[config.mk]
export PLATFORM = sky130hd
export DESIGN_NAME = ibex_rf_wr_arbiter
export DESIGN_NICKNAME = d
export VERILOG_FILES = /design/src/rtl/ibex_rf_pkg.sv /design/src/rtl/ibex_rr_arb.sv /design/src/rtl/ibex_rf_wr_arbiter.sv
export SDC_FILE = /design/constraint.sdc
export NUM_CORES = 1
export LEC_CHECK = 0
export ABC_AREA = 1
export BUFFER_PORTS_ARGS = -buffer_cell sky130_fd_sc_hd__buf_2
export CORE_MARGIN = 1.5
export CORE_UTILIZATION = 35
export DETAILED_ROUTE_END_ITERATION = 7
export PLACE_DENSITY = 0.67
export SYNTH_ARGS = -nofsm -noshare
export SYNTH_HDL_FRONTEND = slang
export SYNTH_SLANG_ARGS = --single-unit
export TNS_END_PERCENT = 1
[constraint.sdc]
create_clock -name clk_i -period 2.15 [get_ports clk_i]
set_input_delay 0.43 -clock clk_i [delete_from_list [all_inputs] [get_ports clk_i]]
set_output_delay 0.43 -clock clk_i [all_outputs]
set_load 0.01 [all_outputs]
[src/rtl/ibex_rf_pkg.sv]
// rtl/ibex_rf_pkg.sv - shared types and sizing helpers for the register file write path
package ibex_rf_pkg;

    typedef enum logic {
        INIT = 1'b0,
        ARB  = 1'b1
    } rf_state_e;

    typedef logic [4:0] reg_addr_t;

    function automatic int addr_width(bit rv32e);
        return rv32e ? 4 : 5;
    endfunction

    function automatic int num_words(bit rv32e);
        return 1 << addr_width(rv32e);
    endfunction

endpackage

[src/rtl/ibex_rr_arb.sv]
// rtl/ibex_rr_arb.sv - round-robin one-hot selector starting its search at ptr
module ibex_rr_arb #(
    parameter int NumReq = 3,
    parameter int PtrW   = $clog2(NumReq)
) (
    input  logic [NumReq-1:0] req,
    input  logic [PtrW-1:0]   ptr,
    output logic [NumReq-1:0] gnt
);

    logic [NumReq-1:0] rot;
    logic [NumReq-1:0] first;

    // Rotate so the requester at ptr sits in bit 0, keep the lowest set bit, rotate back
    always_comb begin
        rot   = NumReq'({req, req} >> ptr);
        first = rot & (~rot + NumReq'(1));
        gnt   = NumReq'(({first, first} << ptr) >> NumReq);
    end

endmodule

[src/rtl/ibex_rf_wr_arbiter.sv]
// rtl/ibex_rf_wr_arbiter.sv - register file write arbiter with zero-init sweep
module ibex_rf_wr_arbiter
    import ibex_rf_pkg::*;
#(
    parameter bit RV32E     = 1'b0,
    parameter int DataWidth = 32,
    parameter int NumReq    = 3
) (
    input  logic                        clk_i,
    input  logic                        rst_ni,
    input  logic                        clear_req_i,
    input  logic [NumReq-1:0]           req_i,
    input  logic [NumReq*5-1:0]         addr_i,
    input  logic [NumReq*DataWidth-1:0] wdata_i,
    output logic [NumReq-1:0]           gnt_o,
    output logic                        init_done_o,
    output logic                        rf_we_o,
    output logic [4:0]                  rf_waddr_o,
    output logic [DataWidth-1:0]        rf_wdata_o
);

    localparam int        NumWords = num_words(RV32E);
    localparam int        PtrW     = $clog2(NumReq);
    localparam reg_addr_t LastAddr = reg_addr_t'(NumWords - 1);
    localparam reg_addr_t AddrMask = reg_addr_t'(NumWords - 1);

    rf_state_e             state_q, state_d;
    reg_addr_t             cnt_q, cnt_d;
    logic [PtrW-1:0]       ptr_q, ptr_d;
    logic                  we_d;
    reg_addr_t             waddr_d;
    logic [DataWidth-1:0]  wdata_d;
    logic                  arb_en;
    logic [NumReq-1:0]     gnt;
    reg_addr_t             sel_addr;

    // Grants only exist in ARB, out of reset, and not while a clear is being taken
    assign arb_en = (state_q == ARB) && !clear_req_i && rst_ni;

    ibex_rr_arb #(
        .NumReq (NumReq),
        .PtrW   (PtrW)
    ) u_rr_arb (
        .req (req_i & {NumReq{arb_en}}),
        .ptr (ptr_q),
        .gnt (gnt)
    );

    assign gnt_o       = gnt;
    assign init_done_o = (state_q == ARB);

    // Next state, sweep counter, pointer and the write to be registered this edge
    always_comb begin
        state_d  = state_q;
        cnt_d    = cnt_q;
        ptr_d    = ptr_q;
        we_d     = 1'b0;
        waddr_d  = rf_waddr_o;
        wdata_d  = rf_wdata_o;
        sel_addr = '0;
        case (state_q)
            INIT: begin
                if (clear_req_i) begin
                    cnt_d = reg_addr_t'(1);
                end else begin
                    we_d    = 1'b1;
                    waddr_d = cnt_q;
                    wdata_d = '0;
                    if (cnt_q == LastAddr) begin
                        state_d = ARB;
                        cnt_d   = reg_addr_t'(1);
                    end else begin
                        cnt_d = cnt_q + reg_addr_t'(1);
                    end
                end
            end
            ARB: begin
                if (clear_req_i) begin
                    state_d = INIT;
                    cnt_d   = reg_addr_t'(1);
                end else begin
                    for (int k = 0; k < NumReq; k++) begin
                        if (gnt[k]) begin
                            sel_addr = addr_i[k*5 +: 5] & AddrMask;
                            ptr_d    = PtrW'((k + 1) % NumReq);
                            we_d     = (sel_addr != '0);
                            waddr_d  = sel_addr;
                            wdata_d  = wdata_i[k*DataWidth +: DataWidth];
                        end
                    end
                end
            end
            default: state_d = INIT;
        endcase
    end

    // State and registered write port; reset discards any pending write
    always_ff @(posedge clk_i) begin
        if (!rst_ni) begin
            state_q    <= INIT;
            cnt_q      <= reg_addr_t'(1);
            ptr_q      <= '0;
            rf_we_o    <= 1'b0;
            rf_waddr_o <= '0;
            rf_wdata_o <= '0;
        end else begin
            state_q    <= state_d;
            cnt_q      <= cnt_d;
            ptr_q      <= ptr_d;
            rf_we_o    <= we_d;
            rf_waddr_o <= waddr_d;
            rf_wdata_o <= wdata_d;
        end
    end

endmodule
# Word-level counts from Yosys, hierarchy flattened
# Cells that the tools add are included.
[word_totals] output_inout_bits=42 wordCells=57 reg_bits=46 input_bits=117
[op_classes] shifts=2 n_mux=28 reduce_logical=9 addsub=2 bitwise_logic=5 eq_ne=5
[ops] cell="32-bit two-way mux" n=5
[ops] cell="32-bit case mux with 2 select lines" n=1
[ops] cell="5-bit two-way mux" n=8
[ops] cell="5-bit case mux with 2 select lines" n=2
[ops] cell="5-bit nonzero test" n=3
[ops] cell="1-bit two-way mux" n=7
[ops] cell="3-bit AND" n=2
[ops] cell="2-bit two-way mux" n=3
[ops] cell="2-bit inequality test, second input constant" n=3
[ops] cell="3-bit AND reduction" n=2
[ops] cell="6-bit by 2-bit left shift with 6-bit output" n=1
[ops] cell="6-bit by 2-bit >> shifter with 3-bit output" n=1
[ops] cell="5-bit by 1-bit adder with 5-bit output, second input constant" n=1
[ops] cell="5-bit equality test, second input constant" n=1
[ops] cell="4-bit inequality test, second input constant" n=1
[ops] cell="1-bit case mux with 2 select lines" n=2
[ops] cell="3-bit by 1-bit adder with 3-bit output, second input constant" n=1
[ops] cell="3-bit inverter" n=1
[ops] cell="3-bit nonzero test" n=1
[ops] cell="1-bit logical AND" n=2
[ops] cell="1-bit inverter" n=2
[ops] cell="1-bit logical NOT" n=1

# Logic depth before layout (Yosys ltp)
# Gate-level depths: netlist of the first run.
[depth] depth_word=14 depth_mapped=18

# Modules after synthesis
# Synthesis of the first run repeated with hierarchy kept, for this count alone.
[unflattened] cells_unflattened=487 hier_area_um2=2867.8
[by_module_without_submodules] module="ibex_rf_wr_arbiter" area_each_um2=2620.0 instances=1 cells_each=441
[by_module_without_submodules] module="ibex_rr_arb" area_each_um2=247.7 instances=1 cells_each=46

# Worst setup path after synthesis of the first run
# OpenSTA, ideal clock, no wires.
[synth_timing] path_kind="input to register" startpoint="in rst_ni" endpoint="reg rf_wdata_o[0]" path_slack_ns=0.053 n_path_buf=3 path_stages=16 required_ns=2.008 arrival_ns=1.955 setup_ns=0.142 path_cell_list="buf_4 nand4_2 nand2_1 nand2_1 nand2_1 nand2_4 nand2_1 nand2_1 nand3_2 nand2_4 nor2_4 buf_6 nand2_2 buf_2 o21ai_1 a21oi_2"
[synth_between] elab_chain_cells=11
[synth_rtl] element="start, declared" line_no="ibex_rf_wr_arbiter.sv:10" text="input logic rst_ni,"
[synth_rtl] element="1-bit logical AND" line_no="ibex_rf_wr_arbiter.sv:38" text="assign arb_en = (state_q == ARB) && !clear_req_i && rst_ni;"
[synth_rtl] element="3-bit AND" line_no="ibex_rf_wr_arbiter.sv:44" text=".req (req_i & {NumReq{arb_en}}),"
[synth_rtl] element="6-bit by 2-bit >> shifter with 3-bit output" line_no="ibex_rr_arb.sv:16" text="rot = NumReq'({req, req} >> ptr);"
[synth_rtl] element="3-bit inverter" line_no="ibex_rr_arb.sv:17" text="first = rot & (~rot + NumReq'(1));"
[synth_rtl] element="3-bit by 1-bit adder with 3-bit output" line_no="ibex_rr_arb.sv:17"
[synth_rtl] element="3-bit AND" line_no="ibex_rr_arb.sv:17"
[synth_rtl] element="6-bit by 2-bit left shift with 6-bit output" line_no="ibex_rr_arb.sv:18" text="gnt = NumReq'(({first, first} << ptr) >> NumReq);"
[synth_rtl] element="32-bit two-way mux (2 in a row)" line_no="ibex_rf_wr_arbiter.sv:83" text="if (gnt[k]) begin"
[synth_rtl] element="32-bit two-way mux" line_no="ibex_rf_wr_arbiter.sv:78" text="if (clear_req_i) begin"
[synth_rtl] element="32-bit case mux with 2 select lines" line_no="ibex_rf_wr_arbiter.sv:61" text="case (state_q)"
[synth_rtl] element="end signal, assigned" line_no="ibex_rf_wr_arbiter.sv:112" text="rf_wdata_o <= wdata_d;"
[synth_rtl] element="end, declared" line_no="ibex_rf_wr_arbiter.sv:19" text="output logic [DataWidth-1:0] rf_wdata_o"
# Parallel ways exist; a longest one is shown, timed or not. The select of a mux whose other input is x is not followed.
# A chain may end at the register's enable or synchronous reset.

# Worst setup path in the final report of the first run
[layout_timing] startpoint="reg state_q (netlist: init_done_o)" endpoint="out gnt_o[0]"
[layout_between] elab_chain_cells=8
[layout_rtl] element="start, declared" line_no="ibex_rf_wr_arbiter.sv:27" text="rf_state_e state_q, state_d;"
[layout_rtl] element="start signal, assigned" line_no="ibex_rf_wr_arbiter.sv:107" text="state_q <= state_d;"
[layout_rtl] element="1-bit logical AND * (2 in a row)" line_no="ibex_rf_wr_arbiter.sv:38"
[layout_rtl] element="3-bit AND *" line_no="ibex_rf_wr_arbiter.sv:44"
[layout_rtl] element="6-bit by 2-bit >> shifter with 3-bit output *" line_no="ibex_rr_arb.sv:16"
[layout_rtl] element="3-bit inverter" line_no="ibex_rr_arb.sv:17"
[layout_rtl] element="3-bit by 1-bit adder with 3-bit output" line_no="ibex_rr_arb.sv:17"
[layout_rtl] element="3-bit AND *" line_no="ibex_rr_arb.sv:17"
[layout_rtl] element="6-bit by 2-bit left shift with 6-bit output *" line_no="ibex_rr_arb.sv:18"
[layout_rtl] element="end, declared" line_no="ibex_rf_wr_arbiter.sv:15" text="output logic [NumReq-1:0] gnt_o,"
# Mark *: on every way between the ends. The rest lies on a longest branch, timed or not.

==> results.cfg, run 1 <==
[status]
outcome = complete, no violations

[worst_setup_path]
critPathSlowestCell = dfxtp_4
cp-start-kind = flip-flop
max_stage_delay_ps = 400
worst-r2r-setup-slack_ps = 130
crit_chain = nand4_4, nand2_2, nand2_2, nand2_2, nand2_4, nand2_1, nand2_2, nand2_2, nand2_2, nand2_4, inv_2, buf_6
crit_fanout = 6
critPathKind = flip-flop to output pin
required_ps = 1720
endpoint_kind = output pin
cp_common_cell = nand2_2
arrival_ps = 1650

[grt]
grt-ovfl-total = 0
grt_pass1_vias = 3434
grtUsageTotal_pct = 20.1
grt_pass1_wl_um = 15900
antenna_found_initial = 0
grt_max_degree = 29

[logic_synthesis]
yosysTopAreaCell = dfxtp_1
syn_area_per_cell_um2 = 6.29
syn_inst = 496
synth_nets = 615
synth_flop_cell = dfxtp_1
synth-seq-cells = 46
netlist_top_cells_area = dfxtp_1 (30%), nand2_1 (26%), a21oi_2 (6.2%), nand2_2 (5.0%), inv_1 (4.5%)
synth_edf_count = 0
synth.top_cell.area_share_pct = 29.5
syn_area_um2 = 3120
ys_warn_count = 0
post_synth_num_cell_types = 33
async_flop_share_pct = 0
seq_area_frac_synth_pct = 29.5

[detailed_routing]
drt_wl_total_um = 9880
vias_per_cell = 4.82
drt_iter0_drc = 158
routedWlPerCell_um = 12.6
antenna_left = 0
num_vias = 3786
drcViolationCount = 0
dr.pass1.iters = 4

[sta]
rsz0062_at_grt = yes
hold_viol = 0
finClkSkew_ps = 6.47
worst_slack_ps = 70.6
relSlewSlack_pct = 72.8
slew_viol_final = 0
fin_crit_ps = 2080
worst_pin_slew_ps = 405
setup_violations = 0
max_freq_mhz = 481
timing.hold.ws_ps = 407
fin_crit_sh_pct = 96.7

[clock_network]
path_clk_slew_ps = 90
cts_buffer_depth = 2
clk_latency_ps = 300
root_buffer = clkbuf_8
cts_tree = yes
clkSinkCount = 46
cts_made_buffers = 5
h-tree-depth = 2

[die]
rows = 34
io_pins = 159
initial_utilization_pct = 36.0
die_x_um = 97.4
die_h_um = 97.4
core-area_um2 = 8680
die_area_um2 = 9490

[placed_design]
placedCellCount = 773
io_buffers = 158
dp_worst_setup_slack_ps = -61.5
dpl_cell_area_um2 = 4230
hpwl_um = 7660
gp_congestion = 0.881

[pwr]
pwr-share-clk_pct = 9.9
p_leak_nw = 2.42
finalPower_mw = 6.65
comb_power_share_pct = 68.4
p_per_area_nw_per_um2 = 1480
internal_power_mw = 3.50
swShare_pct = 47.4
ir_drop_v = 0.000682
power_frac_seq_pct = 21.7
p_sw_mw = 3.15

[finish]
n_fill_cell = 912
final_common_cell = nand2_1
fin_area_um2 = 4500
drive_gt1_share_pct = 43.1
nNetsFinal = 795
instances_no_fill = 785
diodes = 0
layout_common_cells = nand2_1 (199), buf_2 (156), dfxtp_1 (43)
area_growth_pct = 44.1

[worst_hold_path]
hold_class = primary input to flip-flop

[run]
max-cap-violations = 0
## Yosys cell counts (3+ instances only)
cell type  count
nand4_2        3
nand3_1       24
o22ai_1        3
a21oi_2       22
nand2_2       25
dfxtp_1       46
inv_2          3
buf_6          3
o21ai_0        3
nand2_1      215
nor2_1        15
clkbuf_1       4
nand3b_1       3
buf_2         13
nor3_1        12
a21oi_1       25
inv_1         37
o21ai_1        7
nand4_1       12
## logic make-up after synthesis
group                      Yosys count  share of synthesized area (%)
AOI/OAI and AO/OA                   63                           13.4
adders and majority gates            2                          0.802
buffers and inverters               70                           11.4
DFF                                 46                           29.5
and+or+nand+nor                    315                           44.9
## state kept, by name (all words and copies together), names as in the netlist
signal       cells
rf_wdata_o      32
init_done_o      1
rf_we_o          1
cnt_q            5
ptr_q            2
rf_waddr_o       5
## critical path: cells and delay by family (launching register included)
family | cells | cell delay, ps
flops | 1 | 400
simple gates | 10 | 790
buf+inv | 2 | 150
## repair_timing
action	in CTS	in global routing
pin swaps	2	8
hold buffers	0	0
gates resized for setup	7	28
setup endpoints to repair	3	36
setup buffers	1	5
gates cloned	0	0
## power by group through the flow
stage	registers [mW]	clock network [mW]	logic [mW]
final	1.44	0.660	4.55
after global routing	1.48	0.708	5.04
after CTS	1.43	0.677	4.32
after detailed placement	1.44	0	4.26
after global placement	1.44	0	4.20
after floorplan	1.55	0	2.64
## area by class of cell
type	instances	area (um2)	share of cell area, %
tap	108	135	3.01
clock inverter	3	43.8	0.974
timing repair buffer	200	1210	26.8
sequential	46	930	20.7
multi-input combinational	380	1950	43.3
inverter	43	166	3.70
clock buffer	5	68.8	1.53
## per-layer routing
metal | share of wire (%) | wire, um | global-route usage (%)
met4 | 0.99 | 98 | 4.07
met5 | 0 | 0 | 0
met1 | 42 | 4190 | 26.5
met3 | 6.4 | 637 | 2.73
met2 | 50 | 4950 | 35.3
## path summary, 6_finish.rpt
| check | startpoint | end | cells past startpoint |
|---|---|---|---|
| worst max-delay path | init_done_o | gnt_o[0] | 12 |
| worst min-delay path | wdata_i[13] | rf_wdata_o[13] | 3 |
| worst max register to register | init_done_o | rf_wdata_o[16] | 17 |
| worst min register to register | rf_wdata_o[13] | rf_wdata_o[13] | 2 |
## metrics by stage
stage / utilization (%) / TNS [ps]
finish: 51.8 / 0
global route: 51.8 / -357
CTS: 50.2 / 0
detailed placement: 48.7 / -1010
global placement: 48.7 / -342
floorplan: - / 0
No activity file was read; power rests on OpenSTA's default activity.
==> run 2, diff against run 1 <==
--- a/config.mk
+++ b/config.mk
@@ -11,6 +11,8 @@
 export CORE_UTILIZATION = 35
 export DETAILED_ROUTE_END_ITERATION = 7
 export PLACE_DENSITY = 0.67
+export REMOVE_ABC_BUFFERS = 1
+export SETUP_SLACK_MARGIN = 0.3
 export SYNTH_ARGS = -nofsm -noshare
 export SYNTH_HDL_FRONTEND = slang
 export SYNTH_SLANG_ARGS = --single-unit
==> run 2 against run 1 <==
Against the previous run:
- power down 3.9%
- critical path depth unchanged
- die area unchanged
- cell area down 1.9%
- worst setup slack worse by 20 ps
- sequential share of layout area up 0.31 points
- critical path type unchanged
==> results.cfg, run 2 (synthesized netlist as in run 1, its figures left out) <==
[worst_setup_path]
worst-r2r-setup-slack_ps = 100
arrival_ps = 1670
cp-start-kind = flip-flop
required_ps = 1720
endpoint_kind = output pin
reg2regPathDepth = 17
max_stage_delay_ps = 410
crit_chain = nand4_4, nand2_2, nand2_2, nand2_2, nand2_4, nand2_1, nand2_2, nand2_1, nand2_1, nand2_2, inv_2, buf_6
cp.depth = 12
r2r_start = init_done_o
path_delay_family = simple AND/OR/NAND/NOR gates
worst-path-buf-inv = 2
worst_r2r_endpoint = rf_wdata_o[28]
critPathKind = flip-flop to output pin
critPathSlowestCell = dfxtp_4
cp_common_cell = nand2_2
crit_fanout = 8

[finish]
largestRegisters = rf_wdata_o: 32 flops, cnt_q: 5 flops, rf_waddr_o: 5 flops
area_growth_pct = 41.4
diodes = 0
largest_register = rf_wdata_o
largest_reg_flops = 32
final_common_cell = nand2_1
fin_area_um2 = 4410
nNetsFinal = 793
instances_no_fill = 783
drive_gt1_share_pct = 42.2
layout_common_cells = nand2_1 (203), buf_2 (155), dfxtp_1 (44)

[clock_network]
cts_tree = yes
cts_made_buffers = 5
h-tree-depth = 2
clk_latency_ps = 300
path_clk_slew_ps = 90
root_buffer = clkbuf_8
cts_buffer_depth = 2
clkSinkCount = 46

[pwr]
finalPower_mw = 6.39
p_leak_nw = 2.39
p_per_area_nw_per_um2 = 1450
ir_drop_v = 0.000738

[detailed_routing]
routedWlPerCell_um = 12.2
dr.pass1.iters = 5
num_vias = 3764
drt_wl_total_um = 9520
drcViolationCount = 0
drt_iter0_drc = 123
vias_per_cell = 4.81
antenna_left = 0

[run]
max-cap-violations = 0

[die]
die_x_um = 97.4
initial_utilization_pct = 36.0
io_pins = 159
core-area_um2 = 8680
die_area_um2 = 9490
die_h_um = 97.4
rows = 34

[worst_hold_path]
min_from = wdata_i[10]
hold_class = primary input to flip-flop
holdPathStages = 3
holdPathEnd = rf_wdata_o[10]

[sta]
setup_violations = 0
relSlewSlack_pct = 76.7
fin_crit_ps = 2100
max_freq_mhz = 476
slew_viol_final = 0
fin_crit_sh_pct = 97.6
worst_pin_slew_ps = 349
finClkSkew_ps = 9.98
rsz0062_at_grt = yes
hold_viol = 0

[grt]
antenna_found_initial = 0
grt-ovfl-total = 0
grt_pass1_vias = 3685
grt_pass1_wl_um = 16300
grtUsageTotal_pct = 20.5
grt_max_degree = 26

[placed_design]
dpl_cell_area_um2 = 4160
io_buffers = 158
placedCellCount = 767
hpwl_um = 7280
gp_congestion = 0.829

[status]
outcome = complete, no violations
## run 2: power breakdown
| part | leakage [nW] | total [mW] | switching (mW) | internal, mW |
|---|---|---|---|---|
| logic | 1.96 | 4.41 | 2.55 | 1.86 |
| clock network | 0.0489 | 0.571 | 0.305 | 0.266 |
| registers | 0.380 | 1.41 | 0.209 | 1.20 |
| total | 2.39 | 6.39 | 3.06 | 3.33 |
## run 2: how the worst max path moves through the flow
stage,start,endpoint,slack [ps]
floorplan,init_done_o,rf_wdata_o[0],-550
global placement,clear_req_i,rf_wdata_o[30],-40
detailed placement,clear_req_i,rf_wdata_o[20],-120
CTS,init_done_o,gnt_o[2],60
global route,init_done_o,gnt_o[0],-80
finish,init_done_o,gnt_o[0],50
## run 2: cell type report
class / count / area, um2
inverter: 43 / 164
timing repair buffer: 198 / 1180
tap: 108 / 135
fill: 892 / 4270
sequential: 46 / 926
clock inverter: 1 / 8.76
multi-input combinational: 380 / 1920
clock buffer: 7 / 86.3
## run 2: metrics by stage
step | setup TNS, ps | utilization [%] | hold WS [ps] | worst slack [ps]
5_1_grt | -1380 | 50.8 | 407 | -81.0
6_report | 0 | 50.8 | 406 | 50.6
3_5_place_dp | -2990 | 47.9 | 454 | -120
2_1_floorplan | -18470 | - | 457 | -549
3_3_place_gp | -312 | 47.9 | 444 | -41.2
4_1_cts | 0 | 50.5 | 399 | 55.8
## run 2: metal layers
layer  vias up  track usage [%]  part of all wire (%)
met5         -                0                     0
met4         0             4.73                   1.3
met3        10             4.24                   8.2
met2       159             38.0                    49
met1      1672             24.0                    42
li1       1923                -                     -
## run 2: worst min-delay path: stages
cell and delay [ps]:
buf_2 70, a21oi_1 50, a21oi_1 120
## run 2: what timing repair did
item                                    in CTS  in global routing
buffers inserted                             7                  1
gates resized for setup                     23                  5
endpoints found under the setup margin      43                 44
pin swaps                                    9                 12
hold buffers                                 0                  0
==> run 3, diff against run 2 <==
--- a/config.mk
+++ b/config.mk
@@ -8,9 +8,9 @@
 export ABC_AREA = 1
 export BUFFER_PORTS_ARGS = -buffer_cell sky130_fd_sc_hd__buf_2
 export CORE_MARGIN = 1.5
-export CORE_UTILIZATION = 35
+export CORE_UTILIZATION = 42
 export DETAILED_ROUTE_END_ITERATION = 7
-export PLACE_DENSITY = 0.67
+export PLACE_DENSITY = 0.78
 export REMOVE_ABC_BUFFERS = 1
 export SETUP_SLACK_MARGIN = 0.3
 export SYNTH_ARGS = -nofsm -noshare
==> run 3 against run 2 <==
Against the previous run:
- the run now ends with setup timing left
- sequential share of layout area shrank 0.97 points
- non-clock buffer count grew 11
- register-to-register slack lost 50 ps
- worst hold slack lost 0.85 ps
- sequential power grew 3%
- first-iteration DRC count grew 5.7%
- wire length grew 4.6%
- critical path type unchanged
- critical endpoint is now gnt_o[1]
==> results.cfg, run 3 (synthesized netlist as in run 1, its figures left out) <==
[clock_network]
root_buffer = clkbuf_8
path_clk_slew_ps = 100
postCtsHoldBufs = 0
h-tree-depth = 2
clk_latency_ps = 310
clkSinkCount = 46
cts_buffer_depth = 2
cts_made_buffers = 5
cts_tree = yes

[placed_design]
io_buffers = 158
hpwl_um = 7350
gp_congestion = 0.867
dp_worst_setup_slack_ps = -121
dpl_cell_area_um2 = 4180

[sta]
fin_crit_sh_pct = 100
max_freq_mhz = 464
worst_slack_ps = -5.70
relSlewSlack_pct = 74.7
finClkSkew_ps = 7.58
setup_violations = 1
rsz0062_at_grt = yes
fin_crit_ps = 2160
hold_viol = 0
worst_pin_slew_ps = 378
slew_viol_final = 0

[finish]
fin_area_um2 = 4640
final_common_cell = nand2_1
largest_reg_flops = 32
largest_register = rf_wdata_o
largestRegisters = rf_wdata_o: 32 flops, cnt_q: 5 flops, rf_waddr_o: 5 flops
layout_common_cells = nand2_1 (199), buf_2 (155), dfxtp_1 (43)
diodes = 0
n_fill_cell = 632
nNetsFinal = 804
area_growth_pct = 48.8
drive_gt1_share_pct = 45.8

[pwr]
ir_drop_v = 0.000862
p_per_area_nw_per_um2 = 1530
p_leak_nw = 2.49

[worst_setup_path]
critPathKind = flip-flop to output pin
reg2regPathDepth = 16
worst-r2r-setup-slack_ps = 50
worst_r2r_endpoint = rf_wdata_o[23]
required_ps = 1720
crit_start = init_done_o
crit_fanout = 5
cp-endpoint = gnt_o[1]
arrival_ps = 1730
endpoint_kind = output pin
cp-start-kind = flip-flop
r2r_start = init_done_o

[die]
die_area_um2 = 7960
die_h_um = 89.2
core-area_um2 = 7210
io_pins = 159
rows = 31
die_x_um = 89.2
initial_utilization_pct = 43.3

[worst_hold_path]
hold_class = primary input to flip-flop

[grt]
grt-ovfl-total = 0
grtUsageTotal_pct = 23.9
grt_pass1_vias = 3389
grt_pass1_wl_um = 14900
grt_max_degree = 19
antenna_found_initial = 0

[detailed_routing]
routedWlPerCell_um = 12.7
drt_wl_total_um = 9950
num_vias = 3805
dr.pass1.iters = 4
vias_per_cell = 4.85
antenna_left = 0
drt_iter0_drc = 130
drcViolationCount = 0

[status]
violations = setup timing
outcome = finished, violations left

[run]
max-cap-violations = 0
==> run 3: cell count changes in the layout (fill, tap and decap cells not counted), sizes merged <==
cell | before | now
clkinvlp | 0 | 1
bufbuf | 0 | 1
bufinv | 0 | 1
clkbuf | 7 | 6
buf | 198 | 207
==> run 3: per-stage QoR <==
step / std cells / setup TNS, ps / hold WS [ps] / total power, mW / util (%)
after floorplan: 469 / -18470 / 457 / 3.80 / -
after global placement: 762 / -137 / 448 / 5.56 / 57.9
after detailed placement: 762 / -2620 / 449 / 5.66 / 57.9
after CTS: 782 / 0 / 404 / 6.78 / 62.4
after global routing: 785 / -1720 / 411 / 7.64 / 64.4
final: 785 / -5.70 / 405 / 7.11 / 64.4
==> run 3: area by class of cell <==
| type | count | area (um2) | share of cell area [%] |
|---|---|---|---|
| Timing Repair Buffer | 209 | 1320 | 28.5 |
| Inverter | 43 | 171 | 3.69 |
| Clock buffer | 5 | 68.8 | 1.48 |
| Clock inverter | 3 | 48.8 | 1.05 |
| Sequential cell | 46 | 930 | 20.0 |
| Tap cell | 99 | 124 | 2.67 |
| Multi-Input combinational cell | 380 | 1980 | 42.6 |
==> run 3: what timing repair did <==
| item | CTS | global route |
|---|---|---|
| setup buffers | 11 | 2 |
| pin swaps | 13 | 11 |
| gates resized for setup | 25 | 30 |
| cloned | 1 | 1 |
| endpoints found under the setup margin | 43 | 43 |
==> run 3: worst max-delay path: stages, from the launching register on <==
cell,delay [ps]
dfxtp_4,410
nand4_4,130
buf_4,170
o2111ai_1,330
nand2_4,130
buf_12,150
buf_6,110
==> run 3: routing by layer <==
metal  global-route usage, %  part of all wire, %
met1                    29.1                   44
met2                    44.0                   49
met3                    2.68                  5.6
met4                    6.99                  1.3
met5                       0                    0
==> run 3: how the worst min path moves through the flow <==
stage / to / cells after the start / slack [ps] / start
after floorplan: cnt_q[4] / 2 / 460 / cnt_q[4]
after global placement: rf_wdata_o[19] / 2 / 450 / rf_wdata_o[19]
after detailed placement: rf_wdata_o[19] / 2 / 450 / rf_wdata_o[19]
after CTS: rf_wdata_o[8] / 3 / 400 / wdata_i[8]
after global routing: rf_wdata_o[13] / 3 / 410 / wdata_i[13]
final: rf_wdata_o[10] / 3 / 400 / wdata_i[10]
==> run 3: where the power goes <==
group	internal [mW]	leakage, nW	switching [mW]
combinational	2.26	2.05	2.72
clock	0.355	0.0563	0.333
sequential	1.20	0.381	0.247
total	3.81	2.49	3.30
